$ cat config.mk
export PLATFORM = sky130hd
export DESIGN_NAME = clock_gen
export DESIGN_NICKNAME = d
export VERILOG_FILES = /design/src/rtl/clock_gen_pkg.sv /design/src/rtl/clock_gen_cfg.sv /design/src/rtl/clock_gen.sv
export SDC_FILE = /design/constraint.sdc
export NUM_CORES = 1
export LEC_CHECK = 0
export CORE_ASPECT_RATIO = 0.5
export CORE_MARGIN = 2
export CORE_UTILIZATION = 60
export CTS_CLUSTER_DIAMETER = 50
export DETAILED_ROUTE_END_ITERATION = 16
export PLACE_DENSITY_LB_ADDON = 0.2
export SLEW_MARGIN = 10
export SYNTH_ARGS = -nofsm -noshare
export SYNTH_HDL_FRONTEND = slang
export SYNTH_SLANG_ARGS = --single-unit
$ cat constraint.sdc
create_clock -name clock -period 13.1 [get_ports clock]
set_input_delay 2.62 -clock clock [delete_from_list [all_inputs] [get_ports clock]]
set_output_delay 2.62 -clock clock [all_outputs]
set_load 0.01 [all_outputs]
$ cat src/rtl/clock_gen_pkg.sv
// Shared types and defaults for the programmable clock/pulse-train generator.
// Holds the counter width, the reset-default waveform and the period/high-time record.
package clock_gen_pkg;

    localparam int unsigned W         = 16;
    localparam int unsigned DefPeriod = 72;
    localparam int unsigned DefHigh   = 36;

    typedef struct packed {
        logic [W-1:0] period;
        logic [W-1:0] high;
    } cfg_t;

    function automatic logic cfg_valid(input logic [W-1:0] period, input logic [W-1:0] high);
        return (period >= W'(2)) && (high != '0) && (high < period);
    endfunction

endpackage

$ cat src/rtl/clock_gen_cfg.sv
// Configuration store for clock_gen: validates load requests into a shadow
// register and promotes the shadow to the active config on a counter wrap.
module clock_gen_cfg
    import clock_gen_pkg::*;
#(
    parameter int unsigned PERIOD = DefPeriod,
    parameter int unsigned HIGH   = DefHigh
) (
    input  logic         clock,
    input  logic         reset,
    input  logic         load,
    input  logic [W-1:0] period_in,
    input  logic [W-1:0] high_in,
    input  logic         wrap,
    output cfg_t         cfg_act,
    output cfg_t         cfg_nxt,
    output logic         cfg_err
);

    localparam cfg_t DefCfg = '{period: W'(PERIOD), high: W'(HIGH)};

    cfg_t act_q, act_d;
    cfg_t shadow_q, shadow_d;
    logic pend_q, pend_d;
    logic err_q, err_d;

    // A load on the wrap edge lands in the shadow and waits for the next wrap.
    always_comb begin
        act_d    = act_q;
        shadow_d = shadow_q;
        pend_d   = pend_q;
        err_d    = err_q;
        if (wrap && pend_q) begin
            act_d = shadow_q;
        end
        if (wrap) begin
            pend_d = 1'b0;
        end
        if (load) begin
            if (cfg_valid(period_in, high_in)) begin
                shadow_d = '{period: period_in, high: high_in};
                pend_d   = 1'b1;
            end else begin
                err_d = 1'b1;
            end
        end
    end

    always_ff @(posedge clock or posedge reset) begin
        if (reset) begin
            act_q    <= DefCfg;
            shadow_q <= DefCfg;
            pend_q   <= 1'b0;
            err_q    <= 1'b0;
        end else begin
            act_q    <= act_d;
            shadow_q <= shadow_d;
            pend_q   <= pend_d;
            err_q    <= err_d;
        end
    end

    assign cfg_act = act_q;
    assign cfg_nxt = act_d;
    assign cfg_err = err_q;

endmodule

$ cat src/rtl/clock_gen.sv
// Programmable square-wave generator: phase counter plus registered clk_out
// and one-cycle rise/fall strobes, reprogrammable glitch-free at period boundaries.
module clock_gen
    import clock_gen_pkg::*;
#(
    parameter int unsigned PERIOD = DefPeriod,
    parameter int unsigned HIGH   = DefHigh
) (
    input  logic         clock,
    input  logic         reset,
    input  logic         enable,
    input  logic         load,
    input  logic [W-1:0] period_in,
    input  logic [W-1:0] high_in,
    output logic         clk_out,
    output logic         rise_stb,
    output logic         fall_stb,
    output logic [W-1:0] cnt,
    output logic         cfg_err
);

    cfg_t         cfg_act;
    cfg_t         cfg_nxt;
    logic         wrap;
    logic [W-1:0] low_nxt;
    logic [W-1:0] cnt_q, cnt_d;
    logic         clk_q, clk_d;
    logic         rise_q, rise_d;
    logic         fall_q, fall_d;

    clock_gen_cfg #(
        .PERIOD (PERIOD),
        .HIGH   (HIGH)
    ) u_cfg (
        .clock     (clock),
        .reset     (reset),
        .load      (load),
        .period_in (period_in),
        .high_in   (high_in),
        .wrap      (wrap),
        .cfg_act   (cfg_act),
        .cfg_nxt   (cfg_nxt),
        .cfg_err   (cfg_err)
    );

    assign wrap = enable && (cnt_q == cfg_act.period - W'(1));

    // clk_out is compared against the config that is active after this edge.
    assign low_nxt = cfg_nxt.period - cfg_nxt.high;

    always_comb begin
        cnt_d  = cnt_q;
        clk_d  = clk_q;
        rise_d = 1'b0;
        fall_d = 1'b0;
        if (enable) begin
            cnt_d  = wrap ? '0 : cnt_q + W'(1);
            clk_d  = (cnt_d >= low_nxt);
            rise_d = (cnt_d == low_nxt);
            fall_d = wrap;
        end
    end

    always_ff @(posedge clock or posedge reset) begin
        if (reset) begin
            cnt_q  <= '0;
            clk_q  <= 1'b0;
            rise_q <= 1'b0;
            fall_q <= 1'b0;
        end else begin
            cnt_q  <= cnt_d;
            clk_q  <= clk_d;
            rise_q <= rise_d;
            fall_q <= fall_d;
        end
    end

    assign cnt      = cnt_q;
    assign clk_out  = clk_q;
    assign rise_stb = rise_q;
    assign fall_stb = fall_q;

endmodule

==> out/metrics.yaml, run 1 <==
detailed_routing:
  drtPass1Iterations: 5
  vias_per_cell: 5.97
  drc: 0
  wire_per_inst_um: 17.3
  vias: 4781
  drtIter0Drc: 332
  wl_um: 13900
  ant_nets: 0
sta:
  finalHoldViolations: 0
  worst_slew_pin_slew_ns: 1.08
  fmax_mhz: 108
  post-route-min-period_ns: 9.29
  fin_skew_ns: 0.00940
  layout_setup_ws_ns: 3.81
  setup_viol_count_final: 0
  rsz0062_at_grt: "no"
  finalMaxSlewViolations: 0
  timing.final.crit_share: 0.709
  fin_setup_tns_ns: 0
  relSlewSlack: 0.277
logic_synthesis:
  syn_area_per_cell_sq_um: 9.47
  synth-seq-cells: 85
  synth_top_area_frac: 0.332
  syn_area_sq_um: 5810
  ys.flop_type: "dfrtp_1"
  synthCells: 613
  syn_nets: 696
  synthDistinctLibCells: 59
  yosysWarnings: 0
  synth_area_leader_cell: "dfrtp_1"
  synth.area.top_cells: "dfrtp_1, ha_1, mux2_2"
  yosysSeqAreaShare: 0.368
  synth_edf_count: 0
  async_reset_ff_frac: 1.00
final_layout:
  multi_input_area_sq_um: 3390
  final_cell_mix: "dfrtp_1, nand2_1, clkdlybuf4s50_1, ha_1"
  area_growth_pct: 16.5
  fill_cells: 712
  fin_util: 0.718
  fin_nets: 744
  layout-drive-gt1-share: 0.132
  antennaDiodeCount: 0
  final_common_cell: "dfrtp_1"
  regArea_sq_um: 2140
cts:
  clockRootBuffer: "clkbuf_16"
  post_cts_buffers: 0
  clock_path_buffers: 2
  clock_sinks: 85
  cts_buffers: 9
  insertion_delay_ns: 0.35
  clk_transition_reported_paths_ns: 0.07
  post_cts_resized: 0
  htree_levels: 3
  holdBufCountCts: 0
  tritoncts: "built"
setup_path:
  crit_type: "primary input to flip-flop"
  critPathLaunchType: "primary input"
  r2r_cells: 26
  endpoint_kind: "flip-flop"
  crit_arrival_ns: 9.53
  r2r_slack_ns: 5.74
  path_max_fanout: 31
  critical_path_required_ns: 13.34
  reg2reg_to: "clk_out"
global_route:
  grt_overflow: 0
  antenna_found_initial: 0
  grt_pass1_wl_um: 22700
  grt_usage: 0.284
  grt_max_degree: 86
  first_global_vias: 4458
floorplan:
  dieArea_sq_um: 10500
  core_area_sq_um: 9420
  die_w_um: 143
  die_h_um: 73.6
  io_pins: 56
  row_count: 25
  initial_utilization: 0.617
worst_hold_path:
  hold_depth: 1
  hp-start: "u_cfg.cfg_err"
  hold_end: "u_cfg.cfg_err"
  hold_path.class: "flip-flop to flip-flop"
placed_design:
  dpl.hpwl_um: 10400
  place_congestion: 0.900
  dp_slack_ns: 3.47
  port_buffers: 55
job:
  maxCapViolCount: 0
outcome:
  run_status: "finished, final reports clean"
power_and_ir_drop:
  powerDensity_nw_per_um2: 145
  irDropWorstVdd_v: 0.0000738
  power.leakage_uw: 0.00324
  power_uw: 982
==> per-layer routing <==
layer,global-route usage,vias up,wire length [um]
met5,0,-,0
met4,0.0715,0,243
met1,0.431,2285,7080
met3,0.0639,25,1000
li1,-,2268,-
met2,0.408,203,5550
==> synth_stat cells (all sizes together), types with 4 or more instances <==
cell type and n:
dfrtp 77, nand2 77, ha 46, inv 46, mux2 45, nor2 38
xor2 26, xnor2 24, a21oi 19, a21o 16, nor4 16, o21ai 16
nand4 15, mux2i 14, clkbuf 12, nor3 12, buf 9, nand3 9
nor2b 9, a31oi 8, dfstp 8, nand2b 8, and3 7, or2 6
o31ai 5, o21a 4, or3 4, or4 4
==> kinds of logic (layout without fill, tap and decap cells) <==
| logic type | Yosys count | after routing | share of synthesized area |
|---|---|---|---|
| compound gates | 92 | 92 | 0.107 |
| xor+xnor | 50 | 50 | 0.0754 |
| fa+ha+maj | 47 | 47 | 0.103 |
| buf+inv | 67 | 120 | 0.0476 |
| flops | 85 | 85 | 0.368 |
| mux | 59 | 59 | 0.111 |
| simple gates | 213 | 213 | 0.188 |
==> metrics by stage <==
| stage | hold WS [ns] | cells | area, sq um |
|---|---|---|---|
| CTS | 0.476 | 801 | 6760 |
| floorplan | 0.434 | 613 | 5810 |
| finish | 0.476 | 801 | 6760 |
| global route | 0.491 | 801 | 6760 |
| detailed placement | 0.448 | 785 | 6450 |
| global placement | 0.453 | 785 | 6450 |
==> power by group <==
group          leakage, uW  switching [uW]  total [uW]  internal, uW
clock network     0.000152             119         272           153
registers          0.00104            65.4         374           308
logic              0.00204             154         336           182
total              0.00324             338         982           643
==> worst max path at each step <==
stage / from / slack [ns] / endpoint / depth (start not counted)
after floorplan: enable / 6.02 / clk_out / 26
after detailed placement: enable / 3.47 / clk_out / 25
final: enable / 3.81 / clk_out / 25
after global routing: enable / 3.12 / clk_out / 25
after global placement: enable / 3.73 / clk_out / 25
after CTS: enable / 3.82 / clk_out / 25
==> final cells by class <==
class                           instances  share of cell area
Clock inverter                          7              0.0135
Timing Repair Buffer                   58              0.0847
Inverter                               46              0.0257
Multi-Input combinational cell        461               0.502
Sequential cell                        85               0.316
Tap cell                              135              0.0250
Clock buffer                            9              0.0333
==> worst max-delay path, stage by stage <==
cell	delay, ns
clkdlybuf4s50_1	1.07
nand4_1	0.19
nor3_1	0.32
nand4_2	0.25
nor2_2	0.68
nand2_2	0.60
mux2i_1	0.49
ha_1	0.30
nor2b_1	0.13
o21a_1	0.17
o21ai_0	0.43
a21oi_1	0.18
o31ai_1	0.31
nand4_1	0.15
and2_1	0.20
a21oi_1	0.17
xor2_1	0.17
ha_1	0.26
a21oi_1	0.14
nor2b_1	0.06
o21ai_0	0.14
nand2b_1	0.08
a21oi_1	0.13
o221ai_1	0.12
o21a_1	0.13
==> sequential cells by signal (all words and copies together) (netlist names), named ones only <==
| register | count |
|---|---|
| u_cfg.shadow_q | 32 |
| clk_out | 1 |
| cnt | 16 |
| u_cfg.cfg_err | 1 |
| u_cfg.cfg_act | 31 |
| u_cfg.pend_q | 1 |
| fall_stb | 1 |
| rise_stb | 1 |
Power figures use the tool's default switching activity.
==> run 2: changes to the inputs <==
- CORE_UTILIZATION: 60 -> 58
- clock period: 13.1 -> 9.48 ns (I/O delays scaled with it)
==> run 2 against run 1 <==
Final cell count increased by 0.25%; core utilization decreased by 1.6 points; routed wire length decreased by 2.2%; combinational power increased by 39%; critical path depth increased by 1; global-route usage decreased by 1.4 points; via count decreased by 0.86%; sequential cell count unchanged; sequential share of layout area increased by 0.088 points; hold slack got worse by 0.0086 ns; register-to-register slack got worse by 3.0 ns; critical endpoint unchanged; highest routed layer unchanged.
==> out/metrics.yaml, run 2 (synthesis results as in run 1) <==
sta:
  finalHoldViolations: 0  # unchanged
  relSlewSlack: 0.292  # +0.0150
  fmax_mhz: 134
  fin_skew_ns: 0.00855  # -0.000848 ns
  worst_slew_pin_slew_ns: 1.06  # -0.0225 ns
  timing.final.crit_share: 0.785
  worst_hold_slack_ns: 0.468  # -0.00862 ns
  rsz0062_at_grt: "no"
  finalMaxSlewViolations: 0  # unchanged
  fin_setup_tns_ns: 0  # unchanged
  setup_viol_count_final: 0  # unchanged
  post-route-min-period_ns: 7.44
detailed_routing:
  wire_per_inst_um: 16.9  # -2.4%
  drc: 0  # unchanged
  wl_um: 13600  # -2.2%
  ant_nets: 0  # unchanged
  vias_per_cell: 5.90  # -1.1%
  vias: 4740  # -0.86%
  drtIter0Drc: 419  # +26%
  drtPass1Iterations: 5  # unchanged
cts:
  post_cts_resized: 0  # unchanged
  clock_path_buffers: 2  # unchanged
  post_cts_buffers: 0  # unchanged
  clk_transition_reported_paths_ns: 0.07  # about the same
  tritoncts: "built"
  clockRootBuffer: "clkbuf_16"
  htree_levels: 3  # unchanged
  holdBufCountCts: 0  # unchanged
  clock_sinks: 85  # unchanged
  insertion_delay_ns: 0.35  # about the same
  cts_buffers: 9  # unchanged
global_route:
  grt_overflow: 0  # unchanged
  grt_usage: 0.270  # -0.0143
  antenna_found_initial: 0  # unchanged
  grt_pass1_wl_um: 22700  # unchanged
  grt_max_degree: 86  # unchanged
  first_global_vias: 4354  # -2.3%
setup_path:
  critical_path_required_ns: 9.73  # -3.61 ns
  critPathMaxStageDelay_ns: 0.47  # -0.60 ns
  cpMaxStageDelayCell: "mux2i_1"
  cp_top_family: "compound AO/OA/AOI/OAI gates"
  endpoint_kind: "flip-flop"
  crit_cells: 26  # +4.0%
  r2r_cells: 26  # unchanged
  crit_arrival_ns: 7.68  # -1.85 ns
  crit_type: "primary input to flip-flop"
  path_max_fanout: 31  # unchanged
  cpMostUsedCell: "a21oi_1"
  critPathLaunchType: "primary input"
  crit_buf_inv: 2  # +1
outcome:
  run_status: "finished, final reports clean"
placed_design:
  dpl.hpwl_um: 10500  # +0.15%
  port_buffers: 55  # unchanged
  place_congestion: 0.938  # +4.3%
final_layout:
  fill_cells: 747  # +4.9%
  largest_register_ffs: 32  # unchanged
  area_growth_pct: 16.1
  final_cell_mix: "dfrtp_1, nand2_1, clkdlybuf4s50_1, ha_1"
  fin_nets: 746  # +0.27%
  final_common_cell: "dfrtp_1"
  largest_register: "u_cfg.shadow_q"
  fin_util: 0.702  # -0.0160
  antennaDiodeCount: 0  # unchanged
  layout-drive-gt1-share: 0.133  # +0.00110
floorplan:
  core_area_sq_um: 9600  # +2.0%
  die_h_um: 74.8  # +1.6%
  initial_utilization: 0.605  # -0.0121
  dieArea_sq_um: 10900  # +3.3%
  io_pins: 56  # unchanged
  die_w_um: 146  # +1.7%
  row_count: 25  # unchanged
power_and_ir_drop:
  power.leakage_uw: 0.00323  # -0.17%
  powerDensity_nw_per_um2: 196  # +35%
  irDropWorstVdd_v: 0.0000895  # +21%
worst_hold_path:
  hold_path.class: "flip-flop to flip-flop"
  hold_depth: 1  # unchanged
job:
  maxCapViolCount: 0  # unchanged
## run 2: worst paths after layout
kind | from | to | slack [ns]
setup / recovery | enable | clk_out | 2.04
hold / removal | u_cfg.cfg_err | u_cfg.cfg_err | 0.47
setup reg to reg | flip-flop | clk_out | 2.78
hold reg to reg | u_cfg.cfg_err | u_cfg.cfg_err | 0.47
max in group asynchronous | reset | cnt[5] | 6.60
min in group asynchronous | reset | u_cfg.shadow_q[1] | 2.21
## run 2: stage by stage
step	power, uW	instance area [sq um]	setup slack, ns	instances
detailed placement	984	6460	1.77	787
global route	1410	6750	1.46	803
global placement	968	6460	2.01	787
CTS	1330	6750	2.12	803
finish	1320	6750	2.04	803
floorplan	813	5810	3.12	613
## run 2: report_power, final
group | switching, uW | leakage [uW] | total, uW | internal [uW]
Clock | 159 | 0.000136 | 342 | 183
Sequential | 89.7 | 0.00104 | 516 | 426
Combinational | 213 | 0.00205 | 466 | 253
Total | 462 | 0.00323 | 1320 | 861
## run 2: area by class of cell
type / instances / area, sq um / area share
tap: 135 / 169 / 0.0250
inverter: 46 / 174 / 0.0258
multi-input combinational: 461 / 3390 / 0.503
timing repair buffer: 60 / 588 / 0.0872
sequential: 85 / 2140 / 0.317
clock inverter: 6 / 53.8 / 0.00798
clock buffer: 10 / 229 / 0.0339
## run 2: per-layer routing
metal | wire length [um] | up-vias | track usage
met2 | 5310 | 185 | 0.382
met4 | 192 | 0 | 0.0741
met3 | 909 | 19 | 0.0515
met5 | 0 | - | 0
met1 | 7160 | 2269 | 0.420
li1 | - | 2267 | -
==> run 3: changes to the inputs <==
- CORE_UTILIZATION: 58 -> 53
- clock period: 9.48 -> 6.19 ns (I/O delays scaled with it)
==> run 3 against run 2 <==
Non-clock buffer count up 12; clock skew barely moved; sequential share of layout area down 0.85 points; final cell count is 2.1% higher; critical endpoint unchanged.
==> out/metrics.yaml, run 3 (synthesis results as in run 1) <==
global_route:
  grt_max_degree: 52  # -40%
  first_global_vias: 4516  # +3.7%
  grt_overflow: 0  # unchanged
  grt_pass1_wl_um: 23300  # +2.5%
  antenna_found_initial: 0  # unchanged
  grt_usage: 0.248  # -0.0219
sta:
  relSlewSlack: 0.577  # +0.285
  finalHoldViolations: 0  # unchanged
  finalMaxSlewViolations: 0  # unchanged
  timing.final.crit_share: 0.944
  fin_skew_ns: 0.00844  # -0.000109 ns
  setup_viol_count_final: 0  # unchanged
  post-route-min-period_ns: 5.85
  worst_hold_slack_ns: 0.466  # -0.00196 ns
  layout_setup_ws_ns: 0.345  # -1.70 ns
  fin_setup_tns_ns: 0  # unchanged
  worst_slew_pin_slew_ns: 0.618  # -0.444 ns
  fmax_mhz: 171
floorplan:
  die_h_um: 78.0  # +4.4%
  io_pins: 56  # unchanged
  row_count: 26  # +4.0%
  die_w_um: 152  # +4.5%
  initial_utilization: 0.556  # -0.0486
  dieArea_sq_um: 11900  # +9.0%
  core_area_sq_um: 10400  # +8.7%
setup_path:
  crit_cells: 25  # -3.8%
  reg2reg_to: "clk_out"
  startpoint: "u_cfg.cfg_act[19]"
  crit_buf_inv: 2  # unchanged
  r2r_slack_ns: 0.34  # -2.44 ns
  critical_path_required_ns: 6.42  # -3.31 ns
  cp_top_family: "compound AO/OA/AOI/OAI gates"
  crit_type: "flip-flop to flip-flop"
  cpMostUsedCell: "a21o_1"
  path_max_fanout: 6  # -81%
  reg2reg_from: "u_cfg.cfg_act[19]"
  r2r_cells: 25  # -3.8%
  cpMaxStageDelayCell: "or4_4"
  critPathMaxStageDelay_ns: 0.55  # +0.08 ns
  cp-endpoint: "clk_out"
  endpoint_kind: "flip-flop"
  critPathLaunchType: "flip-flop"
  crit_arrival_ns: 6.07  # -1.61 ns
worst_hold_path:
  hold_path.class: "flip-flop to flip-flop"
cts:
  clock_sinks: 85  # unchanged
  htree_levels: 3  # unchanged
  clock_path_buffers: 2  # unchanged
  post_cts_buffers: 0  # unchanged
  clockRootBuffer: "clkbuf_16"
  insertion_delay_ns: 0.34  # about the same
  holdBufCountCts: 0  # unchanged
  cts_buffers: 9  # unchanged
  tritoncts: "built"
  clk_transition_reported_paths_ns: 0.07  # about the same
power_and_ir_drop:
  p_clk_frac: 0.274  # +0.016
  power_uw: 2090  # +58%
  internal_power_uw: 1380  # +61%
  powerDensity_nw_per_um2: 302  # +54%
  swShare: 0.339  # -0.0102
  power.leakage_uw: 0.00331  # +2.5%
  netSwitchingPower_uw: 709  # +53%
  combPwrFrac: 0.347  # -0.005
  power_frac_seq: 0.380  # -0.010
  irDropWorstVdd_v: 0.000142  # +59%
detailed_routing:
  drtIter0Drc: 304  # -27%
  ant_nets: 0  # unchanged
  drc: 0  # unchanged
  wire_per_inst_um: 17.4  # +3.1%
  vias: 4789  # +1.0%
  vias_per_cell: 5.84  # -1.1%
  drtPass1Iterations: 4  # -1
  wl_um: 14300  # +5.3%
final_layout:
  largest_register: "u_cfg.shadow_q"
  area_growth_pct: 19.3
  layout-drive-gt1-share: 0.166  # +0.0329
  largest_register_ffs: 32  # unchanged
  fin_nets: 758  # +1.6%
  final_common_cell: "dfrtp_1"
  antennaDiodeCount: 0  # unchanged
  final_cell_mix: "dfrtp_1, nand2_1, clkdlybuf4s50_1"
placed_design:
  place_congestion: 0.913  # -2.7%
  dp_slack_ns: -0.0803  # -1.85 ns
  dpl.hpwl_um: 11200  # +7.0%
  port_buffers: 55  # unchanged
job:
  maxCapViolCount: 0  # unchanged
outcome:
  run_status: "finished, final reports clean"
[run 3: power by group through the flow]
stage	Clock, uW	Sequential, uW	Combinational (uW)
final	573	794	725
after global routing	604	809	802
after CTS	581	791	718
after detailed placement	0	800	712
after global placement	0	796	693
after floorplan	0	767	477
[run 3: layout make-up]
| cell class | instances | area (sq um) |
|---|---|---|
| Clock buffer | 11 | 253 |
| Inverter | 46 | 174 |
| Multi-Input combinational cell | 461 | 3450 |
| Tap cell | 140 | 175 |
| Clock inverter | 5 | 66.3 |
| Sequential cell | 85 | 2140 |
| Fill cell | 825 | 3510 |
| Timing Repair Buffer | 72 | 678 |
[run 3: worst reg2reg max path: cells and delay by family (launching register included)]
family,cells,cell delay [ns]
AO/OA/AOI/OAI,10,1.93
XOR/XNOR,1,0.17
adder cells (fa/ha/maj),3,0.89
buffers and inverters,2,0.21
flip-flops,1,0.41
multiplexers,1,0.26
AND/OR/NAND/NOR,8,1.87
[run 3: what timing repair did]
item,CTS,global route
endpoints found under the setup margin,0,2
hold endpoints to repair,0,0
gates resized for setup,0,13
[run 3: how the worst min path moves through the flow]
stage	startpoint	to	slack, ns	cells after the start
after global routing	u_cfg.cfg_err	u_cfg.cfg_err	0.51	1
after floorplan	u_cfg.cfg_act[6]	u_cfg.cfg_act[6]	0.43	2
after CTS	u_cfg.cfg_act[6]	u_cfg.cfg_act[6]	0.47	2
final	u_cfg.cfg_act[6]	u_cfg.cfg_act[6]	0.47	2
after detailed placement	u_cfg.cfg_act[6]	u_cfg.cfg_act[6]	0.46	2
after global placement	u_cfg.cfg_act[6]	u_cfg.cfg_act[6]	0.45	2
[run 3: routing by layer]
layer / track usage / vias to the layer above / share of wire
li1: - / 2294 / -
met1: 0.388 / 2325 / 0.54
met2: 0.350 / 157 / 0.39
met3: 0.0475 / 13 / 0.058
met4: 0.0579 / 0 / 0.010
met5: 0 / - / 0
[run 3: metrics by stage]
step | instance area [sq um] | utilization | std cells
global placement | 6560 | 0.628 | 804
finish | 6930 | 0.664 | 820
global route | 6930 | 0.664 | 820
detailed placement | 6560 | 0.628 | 804
CTS | 6880 | 0.659 | 820
floorplan | 5810 | - | 613
